--- src/rtl/cpu_types_pkg.sv ---
// cpu_types_pkg: shared CPU datapath types and the EX/MEM trap FSM state encoding
package cpu_types_pkg;
    typedef logic [31:0] word_t;
    typedef logic [4:0] regbits_t;
    typedef enum logic [3:0] {
        ALU_SLL, ALU_SRL, ALU_ADD, ALU_SUB, ALU_AND,
        ALU_OR, ALU_XOR, ALU_NOR, ALU_SLT, ALU_SLTU
    } aluop_t;
    typedef enum logic {IDLE, TRAP} trapstate_t;
endpackage

--- src/rtl/ex_mem_if.sv ---
// ex_mem_if: EX->MEM stage bundle; latch modport is the pipeline register, tb drives EX/control and observes MEM
interface ex_mem_if;
    import cpu_types_pkg::*;
    word_t outputPort, ex_pc, ex_storedata, ex_btarget;
    logic negative, overflow, zero, ex_valid;
    regbits_t ex_wsel;
    logic ex_regwen, ex_memren, ex_memwen, ex_beq, ex_bne, ex_ovfchk;
    logic mem_stall, flush, exc_ack, ex_ready;
    logic mem_valid, mem_regwen, mem_memren, mem_memwen, branch_taken;
    word_t mem_result, mem_storedata, mem_btarget, epc;
    regbits_t mem_wsel;
    logic exc_req;
    logic [7:0] ovf_count;
    modport latch (
        input outputPort, negative, overflow, zero, ex_valid, ex_pc, ex_storedata, ex_btarget,
              ex_wsel, ex_regwen, ex_memren, ex_memwen, ex_beq, ex_bne, ex_ovfchk,
              mem_stall, flush, exc_ack,
        output ex_ready, mem_valid, mem_regwen, mem_memren, mem_memwen, branch_taken,
               mem_result, mem_storedata, mem_btarget, epc, mem_wsel, exc_req, ovf_count
    );
    modport tb (
        output outputPort, negative, overflow, zero, ex_valid, ex_pc, ex_storedata, ex_btarget,
               ex_wsel, ex_regwen, ex_memren, ex_memwen, ex_beq, ex_bne, ex_ovfchk,
               mem_stall, flush, exc_ack,
        input ex_ready, mem_valid, mem_regwen, mem_memren, mem_memwen, branch_taken,
              mem_result, mem_storedata, mem_btarget, epc, mem_wsel, exc_req, ovf_count
    );
endinterface

--- src/rtl/ex_mem_trap.sv ---
// ex_mem_trap: overflow trap FSM with epc capture and saturating trap count
// ports: CLK, nRST; ovf_hit (qualified overflow), exc_ack, ex_pc in; trap, squash, exc_req, epc, ovf_count out
module ex_mem_trap
    import cpu_types_pkg::*;
(
    input  logic       CLK,
    input  logic       nRST,
    input  logic       ovf_hit,
    input  logic       exc_ack,
    input  word_t      ex_pc,
    output logic       trap,
    output logic       squash,
    output logic       exc_req,
    output word_t      epc,
    output logic [7:0] ovf_count
);
    trapstate_t state, next_state;
    always_ff @(posedge CLK or negedge nRST)
        if (!nRST) state <= IDLE;
        else state <= next_state;
    always_comb begin
        next_state = state;
        trap = 1'b0;
        if (state == IDLE) begin
            trap = ovf_hit;
            next_state = ovf_hit ? TRAP : IDLE;
        end else next_state = exc_ack ? IDLE : TRAP;
    end
    assign squash = state == TRAP;
    assign exc_req = squash;
    always_ff @(posedge CLK or negedge nRST)
        if (!nRST) begin
            epc <= '0;
            ovf_count <= '0;
        end else if (trap) begin
            epc <= ex_pc;
            ovf_count <= ovf_count + {7'd0, ovf_count != 8'hff};
        end
endmodule

--- src/rtl/ex_mem_latch.sv ---
// ex_mem_latch: EX/MEM pipeline register with stall, flush and signed-overflow trap squashing
// ports: CLK, nRST; emif (ex_mem_if.latch) carries ALU/EX inputs, stall/flush/ack and registered MEM outputs
module ex_mem_latch
    import cpu_types_pkg::*;
#(
    parameter bit TRAP_EN = 1'b1
) (
    input logic CLK,
    input logic nRST,
    ex_mem_if.latch emif
);
    logic ovf_hit, trap, squash, keep, unused;
    assign unused = emif.negative;
    assign emif.ex_ready = !emif.mem_stall;
    assign ovf_hit = TRAP_EN && emif.ex_valid && emif.ex_ovfchk && emif.overflow && !emif.flush && !emif.mem_stall;
    // a trapping instruction still occupies the slot but loses all side effects
    assign keep = !(emif.flush || squash || trap);
    ex_mem_trap u_trap (
        .CLK(CLK), .nRST(nRST), .ovf_hit(ovf_hit), .exc_ack(emif.exc_ack), .ex_pc(emif.ex_pc),
        .trap(trap), .squash(squash), .exc_req(emif.exc_req), .epc(emif.epc), .ovf_count(emif.ovf_count)
    );
    always_ff @(posedge CLK or negedge nRST)
        if (!nRST) begin
            emif.mem_valid <= 1'b0;
            emif.mem_regwen <= 1'b0;
            emif.mem_memren <= 1'b0;
            emif.mem_memwen <= 1'b0;
            emif.branch_taken <= 1'b0;
            emif.mem_result <= '0;
            emif.mem_storedata <= '0;
            emif.mem_btarget <= '0;
            emif.mem_wsel <= '0;
        end else if (!emif.mem_stall) begin
            emif.mem_valid <= !(emif.flush || squash) && emif.ex_valid;
            emif.mem_regwen <= keep && emif.ex_regwen;
            emif.mem_memren <= keep && emif.ex_memren;
            emif.mem_memwen <= keep && emif.ex_memwen;
            emif.branch_taken <= keep && emif.ex_valid && ((emif.ex_beq && emif.zero) || (emif.ex_bne && !emif.zero));
            emif.mem_result <= emif.outputPort;
            emif.mem_storedata <= emif.ex_storedata;
            emif.mem_btarget <= emif.ex_btarget;
            emif.mem_wsel <= emif.ex_wsel;
        end
endmodule

--- src/flat_wrapper.sv ---
// flat-port wrapper written by rule: the top's interface ports become plain ports
module ex_mem_latch_flat import cpu_types_pkg::*;
#(
    parameter bit TRAP_EN = 1'b1
)
  (CLK, nRST, emif_outputPort, emif_negative, emif_overflow, emif_zero, emif_ex_valid, emif_ex_pc, emif_ex_storedata, emif_ex_btarget, emif_ex_wsel, emif_ex_regwen, emif_ex_memren, emif_ex_memwen, emif_ex_beq, emif_ex_bne, emif_ex_ovfchk, emif_mem_stall, emif_flush, emif_exc_ack, emif_ex_ready, emif_mem_valid, emif_mem_regwen, emif_mem_memren, emif_mem_memwen, emif_branch_taken, emif_mem_result, emif_mem_storedata, emif_mem_btarget, emif_epc, emif_mem_wsel, emif_exc_req, emif_ovf_count);
  ex_mem_if emif_i ();
  input logic CLK;
  input logic nRST;
  input wire logic [$bits(emif_i.outputPort)-1:0] emif_outputPort;
  input wire logic [$bits(emif_i.negative)-1:0] emif_negative;
  input wire logic [$bits(emif_i.overflow)-1:0] emif_overflow;
  input wire logic [$bits(emif_i.zero)-1:0] emif_zero;
  input wire logic [$bits(emif_i.ex_valid)-1:0] emif_ex_valid;
  input wire logic [$bits(emif_i.ex_pc)-1:0] emif_ex_pc;
  input wire logic [$bits(emif_i.ex_storedata)-1:0] emif_ex_storedata;
  input wire logic [$bits(emif_i.ex_btarget)-1:0] emif_ex_btarget;
  input wire logic [$bits(emif_i.ex_wsel)-1:0] emif_ex_wsel;
  input wire logic [$bits(emif_i.ex_regwen)-1:0] emif_ex_regwen;
  input wire logic [$bits(emif_i.ex_memren)-1:0] emif_ex_memren;
  input wire logic [$bits(emif_i.ex_memwen)-1:0] emif_ex_memwen;
  input wire logic [$bits(emif_i.ex_beq)-1:0] emif_ex_beq;
  input wire logic [$bits(emif_i.ex_bne)-1:0] emif_ex_bne;
  input wire logic [$bits(emif_i.ex_ovfchk)-1:0] emif_ex_ovfchk;
  input wire logic [$bits(emif_i.mem_stall)-1:0] emif_mem_stall;
  input wire logic [$bits(emif_i.flush)-1:0] emif_flush;
  input wire logic [$bits(emif_i.exc_ack)-1:0] emif_exc_ack;
  output wire logic [$bits(emif_i.ex_ready)-1:0] emif_ex_ready;
  output wire logic [$bits(emif_i.mem_valid)-1:0] emif_mem_valid;
  output wire logic [$bits(emif_i.mem_regwen)-1:0] emif_mem_regwen;
  output wire logic [$bits(emif_i.mem_memren)-1:0] emif_mem_memren;
  output wire logic [$bits(emif_i.mem_memwen)-1:0] emif_mem_memwen;
  output wire logic [$bits(emif_i.branch_taken)-1:0] emif_branch_taken;
  output wire logic [$bits(emif_i.mem_result)-1:0] emif_mem_result;
  output wire logic [$bits(emif_i.mem_storedata)-1:0] emif_mem_storedata;
  output wire logic [$bits(emif_i.mem_btarget)-1:0] emif_mem_btarget;
  output wire logic [$bits(emif_i.epc)-1:0] emif_epc;
  output wire logic [$bits(emif_i.mem_wsel)-1:0] emif_mem_wsel;
  output wire logic [$bits(emif_i.exc_req)-1:0] emif_exc_req;
  output wire logic [$bits(emif_i.ovf_count)-1:0] emif_ovf_count;
  assign emif_i.outputPort = emif_outputPort;
  assign emif_i.negative = emif_negative;
  assign emif_i.overflow = emif_overflow;
  assign emif_i.zero = emif_zero;
  assign emif_i.ex_valid = emif_ex_valid;
  assign emif_i.ex_pc = emif_ex_pc;
  assign emif_i.ex_storedata = emif_ex_storedata;
  assign emif_i.ex_btarget = emif_ex_btarget;
  assign emif_i.ex_wsel = emif_ex_wsel;
  assign emif_i.ex_regwen = emif_ex_regwen;
  assign emif_i.ex_memren = emif_ex_memren;
  assign emif_i.ex_memwen = emif_ex_memwen;
  assign emif_i.ex_beq = emif_ex_beq;
  assign emif_i.ex_bne = emif_ex_bne;
  assign emif_i.ex_ovfchk = emif_ex_ovfchk;
  assign emif_i.mem_stall = emif_mem_stall;
  assign emif_i.flush = emif_flush;
  assign emif_i.exc_ack = emif_exc_ack;
  assign emif_ex_ready = emif_i.ex_ready;
  assign emif_mem_valid = emif_i.mem_valid;
  assign emif_mem_regwen = emif_i.mem_regwen;
  assign emif_mem_memren = emif_i.mem_memren;
  assign emif_mem_memwen = emif_i.mem_memwen;
  assign emif_branch_taken = emif_i.branch_taken;
  assign emif_mem_result = emif_i.mem_result;
  assign emif_mem_storedata = emif_i.mem_storedata;
  assign emif_mem_btarget = emif_i.mem_btarget;
  assign emif_epc = emif_i.epc;
  assign emif_mem_wsel = emif_i.mem_wsel;
  assign emif_exc_req = emif_i.exc_req;
  assign emif_ovf_count = emif_i.ovf_count;
  ex_mem_latch #(.TRAP_EN(TRAP_EN)) u_core (.CLK(CLK), .nRST(nRST), .emif(emif_i));
endmodule
--- config.mk ---
export PLATFORM = sky130hd
export DESIGN_NAME = ex_mem_latch_flat
export DESIGN_NICKNAME = d
export VERILOG_FILES = /design/src/rtl/cpu_types_pkg.sv /design/src/rtl/ex_mem_if.sv /design/src/rtl/ex_mem_trap.sv /design/src/rtl/ex_mem_latch.sv /design/src/flat_wrapper.sv
export SDC_FILE = /design/constraint.sdc
export NUM_CORES = 1
export LEC_CHECK = 0
export CAP_MARGIN = 20
export CORE_UTILIZATION = 41
export CTS_BUF_LIST = sky130_fd_sc_hd__clkbuf_8
export CTS_CLUSTER_DIAMETER = 100
export DETAILED_ROUTE_END_ITERATION = 12
export HOLD_SLACK_MARGIN = 0.02
export PLACE_DENSITY = 0.83
export SETUP_SLACK_MARGIN = 0.02
export SYNTH_ARGS = -nofsm -noshare
export SYNTH_HDL_FRONTEND = slang
export SYNTH_SLANG_ARGS = --single-unit
--- constraint.sdc ---
create_clock -name CLK -period 2.06 [get_ports CLK]
set_input_delay 0.412 -clock CLK [delete_from_list [all_inputs] [get_ports CLK]]
set_output_delay 0.412 -clock CLK [all_outputs]
set_load 0.005 [all_outputs]
======== Yosys cells after proc, flatten, opt, wreduce, memory -nomap -nowiden ========
Index checks and enable logic that the tools add are counted.
operators by class
  equality and inequality tests ........... 1
  reduce and logical (&&, ||, !) cells .... 20
  multiplexer cells ....................... 4
  add/subtract/negate cells ............... 1
operator list
  kind                                  number
  logical AND 1 bit                     12
  adder 8 x 1 -> 8 bit                  1
  != test 8 bit, second input constant  1
  logical NOT 1 bit                     5
  2-to-1 mux 1 bit                      4
  logical OR 1 bit                      3
storage, ports and cells
  register bits after elaboration ......... 147
  logic and storage cells ................. 38
  bits of input ports ..................... 148
  output and inout bits ................... 148

======== Logic depth before layout (Yosys ltp) ========
Gate-level depths: netlist of run 1.
  depth in word-level cells ............... 9
  gate-level depth with buffers ........... 7
  mapped depth without buffers ............ 7

======== Cells and area by module ========
Synthesis of run 1 repeated with hierarchy kept, for this count alone.
second synthesis, totals
  cell total of the unflattened synthesis .. 336
  area total of the unflattened synthesis .. 5883.1 um^2
by module, submodules not included
  module        times used  cells an instance  sequential area each (um^2)  area each (um^2)
  ex_mem_latch  1           233                2652.5                       4090.2
  ex_mem_trap   1           103                1026.0                       1793.0

======== Least setup slack after synthesis of run 1 ========
Ideal clock, no wire load.
  path kind ............................... input to register
  start point ............................. input port emif_mem_stall
  end point ............................... register u_core.u_trap.epc[0]
  slack ................................... 0.329 ns
  setup time .............................. 0.125 ns
  stages .................................. 6
  path buffers ............................ 3
  data arrival time ....................... 1.606 ns
  data required time ...................... 1.935 ns
  cells stage by stage .................... buf_6 > or3_1 > buf_6 > nor2_8 > buf_12 > mux2_4
on the way
  word-level cells in the longest chain between the ends .. 3
RTL lines
  what                  RTL line            source
  from (decl)           flat_wrapper.sv:25  input wire logic [$bits(emif_i.mem_stall)-1:0] emif_mem_stall;
  logical NOT 1 bit     ex_mem_latch.sv:15  assign ovf_hit = TRAP_EN && emif.ex_valid && emif.ex_ovfchk && emif.overflow && !emif.flush && !emif.mem_stall ...
  logical AND 1 bit     ex_mem_latch.sv:15
  2-to-1 mux 1 bit      ex_mem_trap.sv:24   if (state == IDLE) begin
  to (signal assigned)  ex_mem_trap.sv:36   epc <= ex_pc;
  to (decl)             ex_mem_trap.sv:14   output word_t epc,
No other way between the ends.
A chain may end at the register's enable or synchronous reset.

======== Worst setup path in the final report of run 1 ========
  start point ............................. register u_core.u_trap.ovf_count[3]
  end point ............................... output port emif_ovf_count[3]
RTL lines
  what                    RTL line            source
  from (decl)             ex_mem_trap.sv:15   output logic [7:0] ovf_count
  from (signal assigned)  ex_mem_trap.sv:37   ovf_count <= ovf_count + {7'd0, ovf_count != 8'hff};
  to (decl)               flat_wrapper.sv:40  output wire logic [$bits(emif_i.ovf_count)-1:0] emif_ovf_count;
No word-level cell between the ends.

==> metrics, run 1 <==
skew final=0.00693 ns; H-tree levels=4; crit path capture type=primary output; Worst-Margin Slew=0.871 ns; Ant. Diodes=0; fin crit period=1.88 ns; clock-pin slew on the worst setup and hold paths=0.08 ns; drt wl/cell=17.8 µm; Starting Density=42.6%; Ys Warns=0; # clock sinks=147; Fin Hold WS=0.398 ns; Post-Syn Nets=486; max_slew headroom=41.9%; Post-Synthesis Cell Area=5710 µm²; syn_area_per_cell=17.0 µm²; Max Clk Rate=531 MHz; critical path cell sequence=clkdlybuf4s50_1; final hold vios=0; CP arrival=1.47 ns; Iteration-0 DRC Markers=168; share of layout cells above drive strength 1=27.8%; worst-path fanout max=6; post-synth cell types=26; DR vias=3,971; final antenna-violating net count=0; Total Routing Usage GR=21.7%; IO Port Bufs=294; final net count=795; Pwr per Cell Area=811 nW/µm²; Startpoint Class=flop; RSZ-0062 raised after global routing=no; gpl congestion=0.783; largest net degree at the start of global routing=70; Worst path slowest cell=clkdlybuf4s50_1; Worst path max stage delay=0.56 ns; Finish-stage setup viols=0; max_cap viols=0; Core Region=13,400 µm²; vias per inst=4.76; leakage power=0.00393 µW; Crit path required time=1.65 ns; Total Die Area=14,400 µm²; WL final=14,800 µm; vias in the first global route=4,344; Post-DP HPWL=11,100 µm; Max IR drop VDD=0.000544 V; Critical path buffers and inverters=1; area grow syn2layout=62.5%; # hold bufs at CTS=1; Cells after Synth=336; sequential area share after synthesis=64.4%; initial antenna violation count=0; Chip Height=120 µm; total setup buffers inserted after CTS=0; io pins=296; crit path kind=reg -> out; clk buf depth=2; final instance area=9290 µm²; CTS tree=yes; Hold WC Path Type=in -> async; die width=120 µm; gr ovfl total=0; CTS root buf=clkbuf_8; Crit path max-delay family=buffers and inverters; Pins Over Slew Limit=0; Tcrit/Tclk final=91.4%; post-CTS sizing=0; Skew-Pair Late Insertion Delay=0.44 ns; DRC Markers=0; row cnt=42; Num CTS Buffers=17; status=completed; placed cell areas=8880 µm²; flops & latches, synth=147; first-pass GRT wire length=23,300 µm; DRT Pass-1 Iters=4
## final timing paths
kind,end,startpoint,slack (ns),cells after the start
worst min-delay path,u_core.u_trap.epc[18],nRST,0.40,2
worst max-delay path,emif_ovf_count[3],u_core.u_trap.ovf_count[3],0.18,1
min in group CLK,u_core.emif.mem_result[5],u_core.emif.mem_result[5],0.50,1
max in group asynchronous,u_core.u_trap.epc[2],nRST,1.07,3
worst min register to register,u_core.emif.mem_result[5],u_core.emif.mem_result[5],0.50,1
worst max register to register,u_core.u_trap.ovf_count[1],u_core.u_trap.ovf_count[3],0.26,5
## cells in the final DEF, fill, tap and decap left out, types with 4 or more instances in the layout
master | synthesis | final
dfrtp_1 | 147 | 147
clkbuf_8 | 0 | 19
buf_12 | 3 | 4
xor2_1 | 6 | 6
buf_4 | 0 | 8
inv_1 | 3 | 4
clkdlybuf4s50_1 | 0 | 292
mux2_4 | 30 | 30
clkinv_2 | 0 | 4
mux2_2 | 106 | 106
## state kept, by name (all words and copies together) (netlist names), 5 cells and up
register and cells:
u_core.u_trap.ovf_count 8, u_core.emif.mem_result 32, u_core.emif.mem_storedata 32, u_core.emif.mem_wsel 5, u_core.emif.mem_btarget 32, u_core.u_trap.epc 32
## layer usage
metal	track usage (%)	part of all wire, %	vias up
li1	-	-	1800
met1	24.1	37	1956
met4	8.75	1.8	0
met2	37.8	52	193
met3	7.46	8.4	22
met5	0	0	-
## logic make-up (layout without fill, tap and decap cells)
kind of cell	after synthesis	in the layout	share of synthesized area, %
mux	136	136	28.8
fa+ha+maj	2	2	0.438
simple gates	20	20	2.23
flops	147	147	64.4
compound gates	6	6	0.832
xor+xnor	6	6	0.920
buf+inv	19	341	2.41
## cell usage after synthesis
library cell	number	area share, %
a22o_1	3	0.46
a32o_1	1	0.18
buf_1	1	0.066
buf_12	3	1.1
buf_2	2	0.18
buf_6	2	0.39
clkbuf_1	8	0.53
dfrtp_1	147	64
ha_1	2	0.44
inv_1	3	0.20
mux2_2	106	21
mux2_4	30	7.9
nand2_1	3	0.20
nand3_1	3	0.26
nand4_1	3	0.33
nor2_1	1	0.066
nor2_8	1	0.35
nor2b_1	1	0.11
nor3_1	3	0.26
nor4_1	2	0.22
nor4_2	1	0.22
o21ai_0	1	0.088
o22ai_1	1	0.11
or2_2	1	0.11
or3_1	1	0.11
xor2_1	6	0.92
## area by class of cell
cell class,instances,area (µm²)
multi-input combinational,170,1900
sequential,147,3680
timing repair buffer,306,3080
clock buffer,19,262
fill,955,4120
tap,176,220
clock inverter,13,133
inverter,3,11.3
## power by group
group / switching, µW / internal, µW
logic: 500 / 1310
clock network: 1080 / 1140
registers: 237 / 3270
## per-stage QoR
step	TNS, ns	std cells	util, %	total power, µW	setup WS (ns)
2_1_floorplan	0	336	-	4100	0.329
3_3_place_gp	-0.132	801	66.3	5310	-0.0132
3_5_place_dp	-0.221	801	66.3	5380	-0.0384
4_1_cts	0	834	69.3	7620	0.131
5_1_grt	0	834	69.3	7890	0.0906
6_report	0	834	69.3	7530	0.178
(Power assumes the default switching activity.)
==> run 2, diff against run 1 <==
--- a/config.mk
+++ b/config.mk
@@ -5,7 +5,6 @@
 export SDC_FILE = /design/constraint.sdc
 export NUM_CORES = 1
 export LEC_CHECK = 0
-export CAP_MARGIN = 20
 export CORE_UTILIZATION = 41
 export CTS_BUF_LIST = sky130_fd_sc_hd__clkbuf_8
 export CTS_CLUSTER_DIAMETER = 100
==> results of run 2 <==
No change in the layout: final DEF, timing and power equal those of run 1.
==> run 3, diff against run 2 <==
--- a/config.mk
+++ b/config.mk
@@ -5,6 +5,7 @@
 export SDC_FILE = /design/constraint.sdc
 export NUM_CORES = 1
 export LEC_CHECK = 0
+export ABC_AREA = 1
 export CORE_UTILIZATION = 41
 export CTS_BUF_LIST = sky130_fd_sc_hd__clkbuf_8
 export CTS_CLUSTER_DIAMETER = 100
@@ -12,6 +13,7 @@
 export HOLD_SLACK_MARGIN = 0.02
 export PLACE_DENSITY = 0.83
 export SETUP_SLACK_MARGIN = 0.02
+export SLEW_MARGIN = 20
 export SYNTH_ARGS = -nofsm -noshare
 export SYNTH_HDL_FRONTEND = slang
 export SYNTH_SLANG_ARGS = --single-unit
==> metrics, run 3 <==
largest net degree at the start of global routing=107 (+53%); WL final=17,100 µm (+16%); Finish-stage setup viols=0 (unchanged); # clock sinks=147 (unchanged); Crit path max-delay family=buffers and inverters; skew final=0.00595 ns (-0.000981 ns); Crit path required time=1.65 ns (about the same); Reg power frac=47.8% (+1.2 points); RSZ-0062 raised after global routing=no; Num CTS Buffers=17 (unchanged); top cells by count, synth=nand2_1, dfrtp_1, buf_2; Yosys top cell area share=64.3% (about the same); Startpoint Class=flop; crit path kind=reg -> out; Gate power share=22.6% (-1.4 points); P_sw=1870 µW (+3.1%); initial antenna violation count=0 (unchanged); Max Clk Rate=526 MHz (-1.0%); Cells after Synth=651 (+94%); Fin Hold WS=0.476 ns (+0.0784 ns); Worst-Margin Slew=1.07 ns (+0.202 ns); gpl congestion=0.792 (+1.1%); gr ovfl total=0 (unchanged); Fill cells=1,045 (+9.4%); IO Port Bufs=294 (unchanged); area grow syn2layout=60.7%; clk buf depth=2 (unchanged); worst-path fanout max=7 (+1); syn_area_per_cell=8.78 µm² (-48%); Pins Over Slew Limit=0 (unchanged); H-tree levels=4 (unchanged); Switching Fraction=25.7% (+1.6 points); CP arrival=1.49 ns (+0.02 ns); row cnt=42 (unchanged); count leader, synth=nand2_1; Tcrit/Tclk final=92.3% (+0.94 points); EDFF count, synth=0 (unchanged); DRC Markers=0 (unchanged); Chip Height=120 µm (about the same); Pwr per Cell Area=791 nW/µm² (-2.4%); DR vias=5,218 (+31%); Critical path buffers and inverters=1 (unchanged); DRT Pass-1 Iters=4 (unchanged); Sum Neg Setup Slack=0 ns (unchanged); Post-DP HPWL=12,400 µm (+12%); Worst path max stage delay=0.57 ns (about the same); max_slew headroom=28.5% (-13 points); Most Crowded Layer GR=met2; main flop type after synthesis=dfrtp_1; crit path capture type=primary output; final hold vios=0 (unchanged); die width=120 µm (about the same); flops & latches, synth=147 (unchanged); Iteration-0 DRC Markers=334 (+99%); Area contributors post-synth=dfrtp_1, nand2_1, buf_2; io pins=296 (unchanged); leakage power=0.00456 µW (+16%); Max IR drop VDD=0.000520 V (-4.3%); first-pass GRT wire length=27,100 µm (+16%); CTS tree=yes; asr flop ratio synth=100% (unchanged); CTS root buf=clkbuf_8; Ys Warns=0 (unchanged); met1 GRT Util=27.3% (+3.2 points); fin crit period=1.90 ns (+0.0194 ns); FF-to-FF path depth=9 (+4); Crit path depth=1 (unchanged); Post-Syn Nets=801 (+65%); Ant. Diodes=0 (unchanged); Skew-Pair Late Insertion Delay=0.44 ns (about the same); status=completed; critical path cell sequence=clkdlybuf4s50_1; Hold WC Path Type=in -> async; Worst path slowest cell=clkdlybuf4s50_1; Int Power=5400 µW (-5.5%); Synth area leader=dfrtp_1; max_cap viols=0 (unchanged); grt met2 use=42.2% (+4.3 points); share of layout cells above drive strength 1=4.40% (-23 points); final antenna-violating net count=0 (unchanged); met3 GRT Util=9.27% (+1.8 points); final net count=1,094 (+38%); vias per inst=4.62 (-3.0%); Total Routing Usage GR=24.6% (+2.9 points); sequential area share after synthesis=64.3% (about the same); share of power burned in the clock network=29.5% (about the same); drt wl/cell=15.2 µm (-15%); Post-Synthesis Cell Area=5720 µm² (about the same); commonest cells after routing, fill and taps aside=nand2_1, clkdlybuf4s50_1, dfrtp_1, clkbuf_8, inv_1; R2R setup slack=0.33 ns (+0.07 ns); Core Region=13,400 µm² (unchanged); clock-pin slew on the worst setup and hold paths=0.07 ns (about the same); vias in the first global route=5,431 (+25%); Total Die Area=14,400 µm² (about the same); Starting Density=42.7% (about the same); commonest non-fill, non-tap cell in the layout=nand2_1; post-synth cell types=22 (-15%); post-CTS sizing=0 (unchanged)
run 3: cell types whose count changed in the layout (fill, tap and decap cells not counted), moves of 4 or more:
| cell | previous run | this run |
|---|---|---|
| inv_1 | 4 | 12 |
| mux2_2 | 106 | 0 |
| nand3_1 | 3 | 7 |
| xor2_1 | 6 | 0 |
| mux2_4 | 30 | 0 |
| nand2_1 | 3 | 435 |
run 3: power by group through the flow:
stage	Sequential (µW)	Clock (µW)	Combinational, µW
floorplan	3530	0	415
global placement	3510	0	1620
detailed placement	3520	0	1660
CTS	3480	2180	1670
global route	3520	2320	1810
finish	3480	2150	1650
run 3: final cells by class:
| type | instances | area, µm² | share of cell area, % |
|---|---|---|---|
| clock inverter | 9 | 91.3 | 0.994 |
| inverter | 11 | 45.0 | 0.490 |
| tap | 176 | 220 | 2.40 |
| clock buffer | 20 | 275 | 3.00 |
| sequential | 147 | 3680 | 40.0 |
| multi-input combinational | 463 | 1820 | 19.8 |
| timing repair buffer | 304 | 3060 | 33.3 |
run 3: final timing paths:
kind,startpoint,endpoint
worst max-delay path,u_core.u_trap.ovf_count[2],emif_ovf_count[2]
worst min-delay path,nRST,u_core.u_trap.epc[8]
worst max register to register,u_core.u_trap.ovf_count[2],u_core.u_trap.ovf_count[4]
worst min register to register,u_core.u_trap.epc[26],u_core.u_trap.epc[26]
max in group asynchronous,nRST,u_core.emif.mem_storedata[5]
min in group CLK,u_core.u_trap.epc[26],u_core.u_trap.epc[26]
run 3: cells by family (layout without fill, tap and decap cells):
group           after synthesis  after routing  share of synthesized area, %
fa+ha+maj                     2              2                         0.438
compound gates                7              7                         0.657
flops                       147            147                          64.3
xor+xnor                      2              2                         0.306
simple gates                452            452                          30.5
buf+inv                      41            344                          3.79
run 3: repair_timing:
| action | in CTS | in global routing |
|---|---|---|
| setup buffers | 0 | 0 |
| hold endpoints to repair | 44 | 0 |
| hold buffers | 1 | 0 |
run 3: per-stage QoR:
stage	area, µm²	cells	util [%]	setup slack, ns	power, µW
final	9190	1130	68.6	0.159	7270
after global routing	9190	1130	68.6	0.0913	7650
after CTS	9190	1130	68.6	0.137	7330
after detailed placement	8810	1100	65.8	0.126	5180
after global placement	8810	1100	65.8	0.141	5130
after floorplan	5720	651	-	0.512	3950
run 3: metal layers:
layer | share of wire (%) | vias up
met5 | 0 | -
met4 | 2.3 | 0
met3 | 9.6 | 28
met2 | 49 | 239
met1 | 39 | 2402
li1 | - | 2549
